`src/rtl/flash_hex_dump.sv`:
```
// flash_hex_dump: formats flash bytes into ASCII hex-dump lines for a UART TX FIFO.
// Line format: "AAAAAAAA: HH HH ... HH <CR><LF>".
// Optional ASCII column enabled by defining HEXDUMP_ASCII_EN.
module flash_hex_dump #(
  parameter int unsigned BYTES_PER_LINE = 16,
  parameter int unsigned ADDR_DIGITS    = 8
) (
  input  logic        iClk,
  input  logic        iRst_n,
  input  logic        iByteValid,
  input  logic [7:0]  iByte,
  input  logic [31:0] iAddr,
  input  logic        iFlush,
  output logic        oReady,
  output logic        oOverrun,
  output logic [7:0]  oTxData,
  output logic        oTxStart,
  input  logic        iTxFull
);

  localparam int unsigned CNT_W = $clog2(BYTES_PER_LINE + 1);
  localparam int unsigned IDX_W = 8;

  localparam logic [3:0] S_IDLE  = 4'd0;
  localparam logic [3:0] S_ADDR  = 4'd1;
  localparam logic [3:0] S_COLON = 4'd2;
  localparam logic [3:0] S_SP0   = 4'd3;
  localparam logic [3:0] S_HI    = 4'd4;
  localparam logic [3:0] S_LO    = 4'd5;
  localparam logic [3:0] S_SP1   = 4'd6;
`ifdef HEXDUMP_ASCII_EN
  localparam logic [3:0] S_PAD   = 4'd7;
  localparam logic [3:0] S_ASC   = 4'd8;
  localparam int unsigned BI_W = (BYTES_PER_LINE > 1) ? $clog2(BYTES_PER_LINE) : 1;
`endif
  localparam logic [3:0] S_CR    = 4'd9;
  localparam logic [3:0] S_LF    = 4'd10;

  logic [3:0]       state_q, state_d;
  logic [CNT_W-1:0] cnt_q, cnt_d, cnt_inc;
  logic [IDX_W-1:0] idx_q, idx_d;
  logic [7:0]       byte_q, byte_d;
  logic [31:0]      addr_q, addr_d;
  logic             flush_q, flush_d;
  logic             ready_d, overrun_d, tx_start_d;
  logic [7:0]       tx_data_d;
  logic [7:0]       char_c;
  logic             emit_ok;
  logic [2:0]       dig_sel;

`ifdef HEXDUMP_ASCII_EN
  logic [7:0] line_buf [BYTES_PER_LINE];
  logic       buf_we;
`endif

  function automatic logic [7:0] hex_char(input logic [3:0] n);
    return (n < 4'd10) ? (8'h30 + {4'h0, n}) : (8'h37 + {4'h0, n});
  endfunction

`ifdef HEXDUMP_ASCII_EN
  function automatic logic [7:0] printable(input logic [7:0] b);
    return (b >= 8'h20 && b <= 8'h7E) ? b : 8'h2E;
  endfunction

  // Spaces needed to keep the '|' column aligned for a partial line of c bytes.
  function automatic logic [IDX_W-1:0] pad_len(input logic [CNT_W-1:0] c);
    return IDX_W'(3) * (IDX_W'(BYTES_PER_LINE) - IDX_W'(c));
  endfunction
`endif

  // Next-state, character selection and output decode.
  always_comb begin
    state_d    = state_q;
    cnt_d      = cnt_q;
    idx_d      = idx_q;
    byte_d     = byte_q;
    addr_d     = addr_q;
    flush_d    = flush_q;
    tx_start_d = 1'b0;
    tx_data_d  = oTxData;
    char_c     = 8'h00;
    overrun_d  = oOverrun | (!oReady & (iByteValid | iFlush));
    emit_ok    = !oTxStart && !iTxFull;
    cnt_inc    = cnt_q + CNT_W'(1);
    dig_sel    = 3'(ADDR_DIGITS - 1) - idx_q[2:0];
`ifdef HEXDUMP_ASCII_EN
    buf_we     = 1'b0;
`endif

    case (state_q)
      S_IDLE: begin
        if (iByteValid) begin
          byte_d  = iByte;
          flush_d = iFlush;
`ifdef HEXDUMP_ASCII_EN
          buf_we  = 1'b1;
`endif
          if (cnt_q == '0) begin
            addr_d  = iAddr;
            idx_d   = '0;
            state_d = S_ADDR;
          end else begin
            state_d = S_HI;
          end
        end else if (iFlush && cnt_q != '0) begin
`ifdef HEXDUMP_ASCII_EN
          idx_d   = pad_len(cnt_q);
          state_d = S_PAD;
`else
          state_d = S_CR;
`endif
        end
      end
      S_ADDR: begin
        char_c = hex_char(addr_q[{dig_sel, 2'b00} +: 4]);
        if (emit_ok) begin
          if (idx_q == IDX_W'(ADDR_DIGITS - 1)) state_d = S_COLON;
          else                                   idx_d   = idx_q + IDX_W'(1);
        end
      end
      S_COLON: begin
        char_c = 8'h3A;
        if (emit_ok) state_d = S_SP0;
      end
      S_SP0: begin
        char_c = 8'h20;
        if (emit_ok) state_d = S_HI;
      end
      S_HI: begin
        char_c = hex_char(byte_q[7:4]);
        if (emit_ok) state_d = S_LO;
      end
      S_LO: begin
        char_c = hex_char(byte_q[3:0]);
        if (emit_ok) state_d = S_SP1;
      end
      S_SP1: begin
        char_c = 8'h20;
        if (emit_ok) begin
          cnt_d   = cnt_inc;
          flush_d = 1'b0;
          if (cnt_inc == CNT_W'(BYTES_PER_LINE)) begin
`ifdef HEXDUMP_ASCII_EN
            idx_d   = '0;
            state_d = S_ASC;
`else
            state_d = S_CR;
`endif
          end else if (flush_q) begin
`ifdef HEXDUMP_ASCII_EN
            idx_d   = pad_len(cnt_inc);
            state_d = S_PAD;
`else
            state_d = S_CR;
`endif
          end else begin
            state_d = S_IDLE;
          end
        end
      end
`ifdef HEXDUMP_ASCII_EN
      S_PAD: begin
        char_c = 8'h20;
        if (emit_ok) begin
          if (idx_q <= IDX_W'(1)) begin
            idx_d   = '0;
            state_d = S_ASC;
          end else begin
            idx_d = idx_q - IDX_W'(1);
          end
        end
      end
      S_ASC: begin
        // idx 0: ' ', 1: '|', 2..cnt+1: stored bytes, cnt+2: closing '|'
        if (idx_q == IDX_W'(0))                       char_c = 8'h20;
        else if (idx_q == IDX_W'(1))                  char_c = 8'h7C;
        else if (idx_q <= IDX_W'(cnt_q) + IDX_W'(1))  char_c = printable(line_buf[BI_W'(idx_q - IDX_W'(2))]);
        else                                          char_c = 8'h7C;
        if (emit_ok) begin
          if (idx_q == IDX_W'(cnt_q) + IDX_W'(2)) state_d = S_CR;
          else                                     idx_d   = idx_q + IDX_W'(1);
        end
      end
`endif
      S_CR: begin
        char_c = 8'h0D;
        if (emit_ok) state_d = S_LF;
      end
      S_LF: begin
        char_c = 8'h0A;
        if (emit_ok) begin
          cnt_d   = '0;
          state_d = S_IDLE;
        end
      end
      default: state_d = S_IDLE;
    endcase

    if (state_q != S_IDLE && emit_ok) begin
      tx_start_d = 1'b1;
      tx_data_d  = char_c;
    end

    ready_d = (state_d == S_IDLE);
  end

  // State and registered outputs.
  always_ff @(posedge iClk or negedge iRst_n) begin
    if (!iRst_n) begin
      state_q  <= S_IDLE;
      cnt_q    <= '0;
      idx_q    <= '0;
      byte_q   <= 8'h00;
      addr_q   <= 32'h0;
      flush_q  <= 1'b0;
      oReady   <= 1'b1;
      oOverrun <= 1'b0;
      oTxData  <= 8'h00;
      oTxStart <= 1'b0;
    end else begin
      state_q  <= state_d;
      cnt_q    <= cnt_d;
      idx_q    <= idx_d;
      byte_q   <= byte_d;
      addr_q   <= addr_d;
      flush_q  <= flush_d;
      oReady   <= ready_d;
      oOverrun <= overrun_d;
      oTxData  <= tx_data_d;
      oTxStart <= tx_start_d;
    end
  end

`ifdef HEXDUMP_ASCII_EN
  // Line byte store for the ASCII column; contents only read after being written.
  always_ff @(posedge iClk) begin
    if (buf_we) line_buf[BI_W'(cnt_q)] <= iByte;
  end
`endif

endmodule

```
`config.mk`:
```
export PLATFORM = sky130hd
export DESIGN_NAME = flash_hex_dump
export DESIGN_NICKNAME = d
export VERILOG_FILES = /design/src/rtl/flash_hex_dump.sv
export SDC_FILE = /design/constraint.sdc
export NUM_CORES = 1
export LEC_CHECK = 0
export ABC_CLOCK_PERIOD_IN_PS = 2400
export BUFFER_PORTS_ARGS = -buffer_cell sky130_fd_sc_hd__buf_2
export CAP_MARGIN = 25
export CORE_ASPECT_RATIO = 0.75
export CORE_UTILIZATION = 55
export DETAILED_ROUTE_END_ITERATION = 6
export GPL_TIMING_DRIVEN = 0
export PLACE_DENSITY = 0.77
export SLEW_MARGIN = 15
export SYNTH_ARGS = -nofsm -noshare
export SYNTH_HDL_FRONTEND = slang
export SYNTH_SLANG_ARGS = --single-unit
```
`constraint.sdc`:
```
create_clock -name iClk -period 2.4 [get_ports iClk]
set_input_delay 0.12 -clock iClk [delete_from_list [all_inputs] [get_ports iClk]]
set_output_delay 0.12 -clock iClk [all_outputs]
set_load 0.005 [all_outputs]
```
* Word-level counts from Yosys, hierarchy flattened
Index checks and enable logic that the tools add are counted.
** Storage, ports and cells
- Flip-flop bits (word level) :: 69
- Output and inout port bits :: 11
- Logic and storage cells :: 93
** Cells by class
- $add $sub $neg :: 9
- Order comparisons :: 3
- Equal/unequal tests :: 16
- Shift-type cells :: 1
- Multiplexer cells :: 31
- Bitwise operators :: 3
- Reductions and logical operators :: 20
** Operator list (number)
- 4-bit two-way mux :: 13
- 7-bit one-hot mux with 7 select lines :: 1
- 6-bit by 4-bit adder with 7-bit output, first input constant :: 6
- 4-bit one-hot mux with 9 select lines :: 1
- 8-bit two-way mux :: 4
- 32-bit by 6-bit indexed part select with 4-bit output :: 1
- 7-bit two-way mux :: 3
- 8-bit one-hot mux with 2 select lines :: 1
- 4-bit by 3-bit == test with 1-bit output, second input constant :: 3
- 4-bit < comparator, second input constant :: 3
- 2-bit inequality test, second input constant :: 6
- 5-bit two-way mux :: 2
- 5-bit one-hot mux with 2 select lines :: 1
- 3-bit AND reduction :: 3
- 8-bit by 1-bit adder with 8-bit output, second input constant :: 1
- 4-bit by 2-bit == test with 1-bit output, second input constant :: 2
- 4-bit == test, second input constant :: 2
- 8-bit by 3-bit == test with 1-bit output, second input constant :: 1
- 4-bit zero test :: 2
- 2-bit nonzero test :: 3
- 5-bit by 1-bit adder with 5-bit output, second input constant :: 1
- 5-bit == test, second input constant :: 1
- 5-bit zero test :: 1
- 5-bit AND reduction :: 1
- other kinds (13) :: 20

* Longest topological paths before layout
Gate-level depths: netlist (run 1).
- Depth after elaboration :: 6
- Gate-level depth with buffers :: 8
- Depth with buffers taken out :: 7

* Least setup slack after synthesis (run 1)
Ideal clock, no wire load.
- Path type :: reg-to-reg
- From :: register idx_q[0]
- To :: register oTxData[2]
- Data arrival time :: 2.157 ns
- Data required time :: 2.317 ns
- Slack :: 0.160 ns
- Stages on the path, launching flop included :: 9
- Clock period less this slack :: 2.240 ns
- Path through :: dfrtp_1 > buf_2 > mux4_2 > mux2i_1 > ha_1 > inv_1 > nor2_1 > mux2_2 > o21ai_0
** Between the ends
- Word-level cells in the longest chain between the ends :: 5
- Elaborated cells between the ends (all ways) :: 7
- Classes of those cells :: add/sub: 3; order compare: 1; shift: 1; mux: 2
** Ends and longest elaborated chain
- from (decl) :: RTL line 41 : logic [IDX_W-1:0] idx_q, idx_d;
- from (signal assigned) :: RTL line 223 : idx_q <= idx_d;
- 3-bit subtractor (*) :: RTL line 85 : dig_sel = 3'(ADDR_DIGITS - 1) - idx_q[2:0];
- 32-bit by 6-bit indexed part select with 4-bit output (*) :: RTL line 115 : char_c = hex_char(addr_q[{dig_sel, 2'b00} +: 4]);
- 6-bit by 4-bit adder with 7-bit output / 4-bit < comparator (equally long branches) :: RTL line 57 : return (n < 4'd10) ? (8'h30 + {4'h0, n}) : (8'h37 + {4'h0, n});
- 7-bit two-way mux (*) :: RTL line 57
- 7-bit one-hot mux with 7 select lines (*) :: RTL line 90 : case (state_q)
- to (signal assigned) :: RTL line 229 : oTxData <= tx_data_d;
- to (decl) :: RTL line 16 : output logic [7:0] oTxData,
Every way passes the cells marked *; elsewhere a longest branch is shown, timed or not.
A chain may end at the register's enable or synchronous reset.

* Worst setup path in the final report (run 1)
- From :: register state_q[3]
- To :: register addr_q[30]
** Between the ends
- Word-level cells in the longest chain between the ends :: 2
** Ends and longest elaborated chain
- from (decl) :: RTL line 39 : logic [3:0] state_q, state_d;
- from (signal assigned) :: RTL line 221 : state_q <= state_d;
- 4-bit zero test :: RTL line 90
- 3-bit AND reduction (no source line)
- to (signal assigned) :: RTL line 225 : addr_q <= addr_d;
- to (decl) :: RTL line 43 : logic [31:0] addr_q, addr_d;
Every way passes these cells.

==> reports/metrics.csv, run 1 <==
metric,value,unit
via count,3126,
met3 wire len,619,µm
cell count after synthesis,346,
mux cell area share after synthesis,18.71,%
first-pass GRT wire length,14690,µm
Worst-path clk slew,0.07,ns
gr usage total,26.70,%
cells along the critical path,or2_2 > nor3_2 > nand2_4 > nor2_1 > buf_4 > buf_6 > mux2_2,
XOR/XNOR Fraction of Synth Area,1.634,%
largest family of logic cells by synthesized area,multiplexers,
Final TNS setup,0,ns
Yosys top cell area share,44.70,%
synthesized area per cell,10.84,µm²
min Tclk post-route,2.326,ns
Compound-Gate Fraction of Synth Area,15.34,%
Hold Startpoint,iAddr[29],
final setup fails,0,
Critical R2R Launch,state_q[3]$_DFF_PN0_,
reg2reg end,addr_q[30]$_DFFE_PN0P_,
DP Wirelength,6049,µm
Nets,491,
Vias/cell,5.954,
row count,25,
PortBufs,53,
depth of the CTS H-tree,3,
Least-Margin Pin Slew,0.7032,ns
Pwr per Cell Area,1105,mW/mm²
final core utilization,72.47,%
Final Hold Fails,0,
syn_nets,397,
Sink Count,68,
Post-Place Worst Slack,-0.1884,ns
Synth Area in Adders,2.001,%
first drt pass iteration count,5,
Yosys warnings,0,
worst min-delay path endpoint,addr_q[29]$_DFFE_PN0P_,
largest net degree at the start of global routing,49,
"most common cell after layout, fill and taps aside",dfrtp_1,
I/O Pins,56,
antenna violations before repair,0,
grt total ovfl,0,
Post-synth EDFFs,0,
reg2reg path depth,7,
CTS buffer count,9,
Critical-path top delay cell,dfrtp_1,
Ant. Diodes,0,
area growth from synthesis to layout,24.48,%
Starting DRT DRC Count,251,
Critical Path RT,2.63,ns
Metal-1 WL,4102,µm
worst-path fanout max,10,
family with the most delay on the worst path,simple AND/OR/NAND/NOR gates,
DP Area,0.004148,mm²
Met2 Routed Length,4002,µm
Final ANT Viol Nets,0,
max-slew violation count,0,
max cap viols,0,
outcome,completed,
Fin Clk Skew,0.008439,ns
Worst R2R Setup Slack,0.07,ns
CP Class,reg -> reg,
Main synth FF type,dfrtp_1,
worst-case vdd ir drop,0.5523,mV
Die Wd,97.36,µm
post-synthesis simple-gate area fraction,12.78,%
Synth area leader,dfrtp_1,
total buffers and inverters traversed by the critical path,2,
insertion delay of the later-clocked pin in the worst-skew pair,0.34,ns
fin worst setup slack,0.07443,ns
root buf cell,clkbuf_8,
Initial Util,58.21,%
Leak Pwr,2.057,nW
Top Metal Used,met4,
synth top area cells,"dfrtp_1 45%, mux2_2 12%, mux4_2 4.8%, o21ai_0 4.0%, a21oi_1 2.8%",
"Seq/Total Area, Yosys",45.40,%
CTS tree,done,
Async SR Flop Fraction,100.0,%
Yosys cell types,61,
CP Capture Type,flip-flop,
vias in the first global route,3040,
Clock Tree Buf Depth,2,
layout cells sized above 1,34.68,%
Die Area,0.007158,mm²
Core ar.,0.006444,mm²
Post-Layout Inst Area,0.004669,mm²
fill count,460,
final WL,8883,µm
Die Height,73.52,µm
"Arr. time, crit path",2.56,ns
CP Launch Type,flip-flop,
max_slew headroom,52.76,%
"leading cell types in the layout, fill and taps excluded","67 x dfrtp_1, 56 x buf_2, 41 x mux2_2",
per-cell routed wire length,16.92,µm
synthesized area,0.003751,mm²
"FF+latch count, synth",68,
Tcrit/Tclk final,96.90,%
achievable clock frequency,430.0,MHz
RD Place Congestion,0.9119,
hold slack,0.004441,ns
Hold Crit Depth,2,
# DRC,0,
"slowest stage delay, CP",0.43,ns
worst min-delay path category,in -> reg,
==> metal layers <==
metal | up-vias | GRT usage, %
met2 | 121 | 41.65
met4 | 0 | 9.477
li1 | 1465 | -
met3 | 18 | 7.136
met1 | 1522 | 36.53
met5 | - | 0
==> what timing repair did <==
item / 4_1_cts / 5_1_grt
hold buffers: 23 / 3
pin swaps: 0 / 1
gates resized for setup: 5 / 10
endpoints found under the setup margin: 17 / 19
cloned: 0 / 0
hold endpoints to repair: 77 / 3
buffers inserted: 0 / 4
==> metrics by stage <==
stage,power (mW),std cells
after floorplan,3.542,346
after global placement,4.034,480
after detailed placement,4.139,481
after CTS,5.089,519
after global routing,5.580,525
final,5.162,525
==> synth_stat cells (all sizes together), types with 2 or more instances <==
library cell  count
and4              2
or3               3
o21ai            31
nand2            22
xnor2             2
or2               4
nor2             18
mux2i             6
nor2b             5
a222oi            2
nand2b            5
a2111oi           2
a41oi             2
a21o              3
inv              12
nor3              7
a21oi            23
o211ai            4
dfrtp            67
clkbuf           11
nor3b             4
or4b              4
nand3             6
mux2             41
ha                6
mux4              8
buf              10
a31oi             5
o311ai            2
a221o             3
and3              2
xor2              5
==> worst max path at each step <==
stage                              start                     end  slack, ns  depth (start not counted)
floorplan           idx_q[0]$_DFFE_PN0P_  oTxData[2]$_DFFE_PN0P_       0.16                          8
global placement    idx_q[2]$_DFFE_PN0P_  oTxData[2]$_DFFE_PN0P_      -0.13                          8
detailed placement  idx_q[2]$_DFFE_PN0P_  oTxData[2]$_DFFE_PN0P_      -0.19                          8
CTS                 state_q[3]$_DFF_PN0_  addr_q[21]$_DFFE_PN0P_       0.01                          7
global route        idx_q[0]$_DFFE_PN0P_  oTxData[2]$_DFFE_PN0P_     -0.008                          8
finish              state_q[3]$_DFF_PN0_  addr_q[30]$_DFFE_PN0P_       0.07                          7
==> final cells by class <==
type | instances | area [µm²] | area share [%]
Clock inverter | 4 | 25.02 | 0.5359
Sequential cell | 68 | 1703 | 36.47
Tap cell | 81 | 101.3 | 2.170
Inverter | 12 | 45.04 | 0.9646
Clock buffer | 11 | 151.4 | 3.242
Multi-Input combinational cell | 245 | 1936 | 41.45
Buffer | 20 | 122.6 | 2.626
Timing Repair Buffer | 84 | 585.6 | 12.54
==> report_power, final <==
group	internal [mW]	switching, mW
clock network	0.422	0.430
logic	1.17	1.17
registers	1.63	0.345
==> registers in the layout, indices dropped and copies added (netlist names) <==
signal and cells:
cnt_q 5, addr_q 32, oTxStart 1, oReady 1
flush_q 1, idx_q 8, byte_q 8, state_q 4
oOverrun 1, oTxData 7
==> kinds of logic after synthesis <==
| logic type | after synthesis |
|---|---|
| fa+ha+maj | 6 |
| flops | 68 |
| xor+xnor | 7 |
| buf+inv | 33 |
| compound gates | 89 |
| other cells | 1 |
| mux | 55 |
| simple gates | 87 |
Power figures use the tool's default switching activity.
==> run 2: changes to the inputs <==
--- a/config.mk
+++ b/config.mk
@@ -8,11 +8,10 @@
 export ABC_CLOCK_PERIOD_IN_PS = 2400
 export BUFFER_PORTS_ARGS = -buffer_cell sky130_fd_sc_hd__buf_2
 export CAP_MARGIN = 25
-export CORE_ASPECT_RATIO = 0.75
-export CORE_UTILIZATION = 55
+export CORE_UTILIZATION = 35
 export DETAILED_ROUTE_END_ITERATION = 6
 export GPL_TIMING_DRIVEN = 0
-export PLACE_DENSITY = 0.77
+export HOLD_SLACK_MARGIN = 0.08
 export SLEW_MARGIN = 15
 export SYNTH_ARGS = -nofsm -noshare
 export SYNTH_HDL_FRONTEND = slang
==> reports/metrics.csv, run 2 (same netlist as run 1, synthesis figures left out) <==
metric,value,unit,change
cells along the critical path,ha_1 > nor3b_1 > a211oi_1 > o21ai_4 > or3_1 > a21oi_2,,
row count,37,,+48%
Die Wd,105.5,µm,+8.4%
final core utilization,47.89,%,-25 points
placed insts,536,,+11%
Layout Cells excl Fill,602,,+15%
Sw Ratio,37.91,%,+0.14 points
worst min-delay path category,in -> async,,
antenna violations before repair,0,,unchanged
Die Height,105.5,µm,+44%
PortBufs,53,,unchanged
worst-path fanout max,8,,-2
CP Launch Type,flip-flop,,
CP Capture Point,idx_q[7]$_DFFE_PN0P_,,
DP Wirelength,6309,µm,+4.3%
Sink Count,68,,unchanged
Critical path origin,idx_q[0]$_DFFE_PN0P_,,
Pwr per Cell Area,1076,mW/mm²,-2.6%
# DRC,0,,unchanged
Initial Util,36.17,%,-22 points
Critical R2R Launch,idx_q[0]$_DFFE_PN0P_,,
Comb power frac,44.3,%,-1.0 points
number of cells on the critical path,6,,-1
vias in the first global route,3219,,+5.9%
I/O Pins,56,,unchanged
CP Capture Type,flip-flop,,
Leak Pwr,2.158,nW,+4.9%
via count,3157,,+0.99%
reg2reg path depth,6,,-1
gr usage total,18.04,%,-8.7 points
Ant. Diodes,0,,unchanged
max cap viols,0,,unchanged
family with the most delay on the worst path,compound AO/OA/AOI/OAI gates,,
clock power share,18.8,%,+2.3 points
RD Place Congestion,0.8730,,-4.3%
Worst-path clk slew,0.09,ns,+0.02 ns
Critical Path RT,2.68,ns,+0.05 ns
per-cell routed wire length,15.42,µm,-8.9%
achievable clock frequency,427.1,MHz,-0.68%
Core ar.,0.01037,mm²,+61%
Tcrit/Tclk final,97.56,%,+0.66 points
Nets,512,,+4.3%
first drt pass iteration count,4,,-1
Critical-path top delay cell,a211oi_1,,
Top Registers,"addr_q: 32 flops, byte_q: 8 flops, idx_q: 8 flops",,
Worst R2R Setup Slack,0.06,ns,-0.02 ns
outcome,completed,,
"leading cell types in the layout, fill and taps excluded","67 x dfrtp_1, 56 x buf_2, 42 x dlygate4sd3_1",,
min Tclk post-route,2.341,ns,+0.01590 ns
Net Sw Power,2.027,mW,+4.0%
Least-Margin Pin Slew,0.7680,ns,+0.06476 ns
total buffers and inverters traversed by the critical path,0,,-2
Final Hold Fails,0,,unchanged
Pint,3.319,mW,+3.3%
Starting DRT DRC Count,138,,-45%
"slowest stage delay, CP",0.68,ns,+0.25 ns
number of flip-flops in the largest register,32,,unchanged
Clock Tree Buf Depth,2,,unchanged
max-slew violation count,0,,unchanged
max_slew headroom,48.49,%,-4.3 points
Largest Register,addr_q,,
"Arr. time, crit path",2.62,ns,+0.06 ns
final WL,9282,µm,+4.5%
final setup fails,0,,unchanged
RSZ-0062 raised after global routing,true,,
largest net degree at the start of global routing,47,,-4.1%
area growth from synthesis to layout,32.39,%,
Vias/cell,5.244,,-12%
reg2reg end,idx_q[7]$_DFFE_PN0P_,,
CP Class,reg -> reg,,
depth of the CTS H-tree,3,,unchanged
Die Area,0.01114,mm²,+56%
CTS tree,done,,
root buf cell,clkbuf_8,,
layout cells sized above 1,34.12,%,-0.56 points
"most common cell after layout, fill and taps aside",dfrtp_1,,
worst-case vdd ir drop,0.5566,mV,+0.77%
insertion delay of the later-clocked pin in the worst-skew pair,0.35,ns,about the same
first-pass GRT wire length,15550,µm,+5.9%
Sequential Power Share,36.9,%,-1.3 points
CTS buffer count,9,,unchanged
grt total ovfl,0,,unchanged
Final ANT Viol Nets,0,,unchanged
Fin Clk Skew,0.01432,ns,+0.005877 ns
run 2: metrics by stage:
step	TNS [ns]	hold slack [ns]	cell area [µm²]	worst slack (ns)	total power, mW
3_5_place_dp	-1.500	0.05439	4217	-0.2200	4.157
4_1_cts	0	0.1556	4876	0.001161	5.289
3_3_place_gp	-0.9586	0.3529	4187	-0.1995	4.085
5_1_grt	-0.1799	0.2363	4966	-0.09205	5.769
6_report	0	0.2135	4966	0.05853	5.346
2_1_floorplan	0	-0.1756	3751	0.1597	3.542
run 2: worst reg2reg max path: cells and delay by family (launching register included):
family | cells | cell delay [ns]
AOI/OAI and AO/OA | 3 | 0.96
DFF | 1 | 0.44
and+or+nand+nor | 2 | 0.59
adders and majority gates | 1 | 0.27
run 2: how the worst min path moves through the flow:
stage                           from                    end  slack (ns)  cells past startpoint
after floorplan               iRst_n  addr_q[0]$_DFFE_PN0P_       -0.18                      0
after global placement      iAddr[3]  addr_q[3]$_DFFE_PN0P_        0.35                      2
after detailed placement      iRst_n   idx_q[5]$_DFFE_PN0P_        0.05                      1
after CTS                 iByteValid    flush_q$_DFFE_PN0P_        0.16                      3
after global routing          iRst_n   state_q[0]$_DFF_PN0_        0.24                      2
final                         iRst_n   state_q[3]$_DFF_PN0_        0.21                      2
run 2: timing repair:
action,in CTS,in global routing
pin swaps,1,1
endpoints found under the setup margin,25,28
hold buffers,42,0
hold endpoints to repair,110,0
buffers inserted,0,9
resized for setup,8,8
run 2: area by class of cell:
type	count	area [µm²]
buffer	20	122.6
fill	985	5404
multi-input combinational	245	1936
clock buffer	9	123.9
tap	136	170.2
clock inverter	7	82.58
timing repair buffer	105	783.3
inverter	12	45.04
sequential	68	1703
run 2: power by group through the flow:
stage | combinational (mW) | clock (mW) | sequential (mW)
global placement | 2.13 | 0 | 1.95
detailed placement | 2.18 | 0 | 1.98
finish | 2.37 | 1.01 | 1.97
floorplan | 1.67 | 0 | 1.87
global route | 2.64 | 1.09 | 2.04
CTS | 2.30 | 1.03 | 1.96
run 2: metal layers:
layer | global-route usage (%) | wire length (µm)
met5 | 0 | 0
met3 | 5.071 | 524
met2 | 28.90 | 4455
met4 | 5.456 | 116
met1 | 23.74 | 4185
==> run 3: changes to the inputs <==
--- a/config.mk
+++ b/config.mk
@@ -5,7 +5,7 @@
 export SDC_FILE = /design/constraint.sdc
 export NUM_CORES = 1
 export LEC_CHECK = 0
-export ABC_CLOCK_PERIOD_IN_PS = 2400
+export ABC_CLOCK_PERIOD_IN_PS = 2200
 export BUFFER_PORTS_ARGS = -buffer_cell sky130_fd_sc_hd__buf_2
 export CAP_MARGIN = 25
 export CORE_UTILIZATION = 35
==> constraint.sdc (replaced) <==
create_clock -name iClk -period 2.2 [get_ports iClk]
set_input_delay 0.11 -clock iClk [delete_from_list [all_inputs] [get_ports iClk]]
set_output_delay 0.11 -clock iClk [all_outputs]
set_load 0.005 [all_outputs]
==> reports/metrics.csv, run 3 (same netlist as run 1, synthesis figures left out) <==
metric,value,unit,change
Sequential Power Share,35.4,%,-1.5 points
CTS tree,done,,
Largest Register,addr_q,,
worst-case vdd ir drop,0.6619,mV,+19%
placed insts,536,,unchanged
Starting DRT DRC Count,212,,+54%
PortBufs,53,,unchanged
Ant. Diodes,0,,unchanged
Die Area,0.01114,mm²,unchanged
Final Hold Fails,0,,unchanged
"leading cell types in the layout, fill and taps excluded","65 x dfrtp_1, 55 x buf_2, 42 x dlygate4sd3_1",,
number of flip-flops in the largest register,32,,unchanged
fin worst setup slack,0.04366,ns,-0.01487 ns
Die Height,105.5,µm,unchanged
Least-Margin Pin Slew,0.6445,ns,-0.1235 ns
Net Sw Power,2.309,mW,+14%
# DRC,0,,unchanged
fill count,984,,-0.10%
Fin Clk Skew,0.01109,ns,-0.003226 ns
vias in the first global route,3211,,-0.25%
root buf cell,clkbuf_8,,
Post-Layout Inst Area,0.005076,mm²,+2.2%
clock power share,18.0,%,-0.8 points
Most Crowded Layer GR,met2,,
I/O Pins,56,,unchanged
first-pass GRT wire length,15510,µm,-0.26%
Post-Place Worst Slack,-0.4277,ns,-0.2076 ns
Worst-path clk slew,0.08,ns,about the same
final setup fails,0,,unchanged
CP Launch Type,flip-flop,,
antenna violations before repair,0,,unchanged
max_slew headroom,56.70,%,+8.2 points
per-cell routed wire length,15.34,µm,-0.53%
Clock Tree Buf Depth,2,,unchanged
layout cells sized above 1,38.17,%,+4.0 points
hold slack,0.1775,ns,-0.03609 ns
Core ar.,0.01037,mm²,unchanged
grt total ovfl,0,,unchanged
insertion delay of the later-clocked pin in the worst-skew pair,0.35,ns,about the same
Initial Util,36.17,%,unchanged
final core utilization,48.95,%,+1.1 points
first drt pass iteration count,4,,unchanged
depth of the CTS H-tree,3,,unchanged
final WL,9279,µm,about the same
CP Capture Type,flip-flop,,
area growth from synthesis to layout,35.32,%,
Die Wd,105.5,µm,unchanged
achievable clock frequency,463.7,MHz,+8.6%
"most common cell after layout, fill and taps aside",dfrtp_1,,
Leak Pwr,2.192,nW,+1.6%
min Tclk post-route,2.156,ns,-0.1851 ns
max cap viols,0,,unchanged
Final ANT Viol Nets,0,,unchanged
met3 Use GR,3.834,%,-1.2 points
row count,37,,unchanged
Critical Path RT,2.47,ns,-0.21 ns
CP Class,reg -> reg,,
Pint,3.751,mW,+13%
M2 GR Usage,29.84,%,+0.94 points
Nets,515,,+0.59%
DP Area,0.004219,mm²,about the same
outcome,completed,,
met1 Use GR,23.14,%,-0.60 points
Vias/cell,5.248,,about the same
via count,3175,,+0.57%
Layout Cells excl Fill,605,,+0.50%
gr usage total,17.92,%,-0.12 points
Pwr per Cell Area,1194,mW/mm²,+11%
worst-path fanout max,6,,-2
Comb power frac,46.6,%,+2.3 points
largest net degree at the start of global routing,52,,+11%
Tcrit/Tclk final,98.02,%,+0.45 points
Top Registers,"addr_q: 32 flops, byte_q: 8 flops, idx_q: 8 flops",,
Final Power,6.060,mW,+13%
"Arr. time, crit path",2.43,ns,-0.19 ns
RSZ-0062 raised after global routing,true,,
max-slew violation count,0,,unchanged
Final TNS setup,0,ns,unchanged
worst min-delay path category,in -> async,,
Sw Ratio,38.11,%,+0.19 points
CTS buffer count,9,,unchanged
Sink Count,68,,unchanged
DP Wirelength,6365,µm,+0.87%
RD Place Congestion,0.8487,,-2.8%
==> run 3: layer usage <==
layer,up-vias,share of wire (%)
li1,1516,-
met1,1568,46
met2,80,48
met3,11,4.4
met4,0,1.6
met5,-,0
==> run 3: worst max-delay path: stages, from the launching register on <==
cell and delay [ns]:
dfrtp_1 0.40, buf_6 0.16, mux4_2 0.55, mux2i_4 0.21
ha_2 0.22, inv_2 0.03, nor2_2 0.09, mux2_4 0.32
o21ai_2 0.11
==> run 3: final cells by class <==
cell class	count	area, µm²	area share, %
inverters	12	45.04	0.8874
multi-input cells	245	2013	39.66
flip-flops and latches	68	1705	33.60
clock buffers	9	123.9	2.440
plain buffers	19	121.4	2.391
clock inverters	7	80.08	1.578
well taps	136	170.2	3.352
repair buffers	109	817.0	16.10
==> run 3: repair_timing <==
item                                   4_1_cts  5_1_grt
endpoints found under the hold margin      110        0
cloned                                       0        0
hold buffers                                42        0
resized for setup                           22       13
pin swaps                                    1        6
setup endpoints to repair                   41       37
buffers inserted                             4        9
==> run 3: worst paths after layout <==
kind                                      start                     end  slack, ns  cells after the start
max                        idx_q[0]$_DFFE_PN0P_  oTxData[2]$_DFFE_PN0P_       0.04                      8
min                                      iRst_n      oTxStart$_DFF_PN0_       0.18                      2
min reg2reg                  oOverrun$_DFF_PN0_      oOverrun$_DFF_PN0_       0.48                      1
min in group iClk                    iByteValid     flush_q$_DFFE_PN0P_       0.19                      3
max in group asynchronous                iRst_n   addr_q[0]$_DFFE_PN0P_       1.50                      3
max reg2reg                idx_q[0]$_DFFE_PN0P_  oTxData[2]$_DFFE_PN0P_       0.04                      8
==> run 3: power groups by stage <==
stage	Clock [mW]	Combinational, mW	Sequential, mW
after global routing	1.17	3.12	2.21
final	1.09	2.82	2.15
after global placement	0	2.33	2.13
after CTS	1.12	2.59	2.16
after floorplan	0	1.82	2.04
after detailed placement	0	2.37	2.17
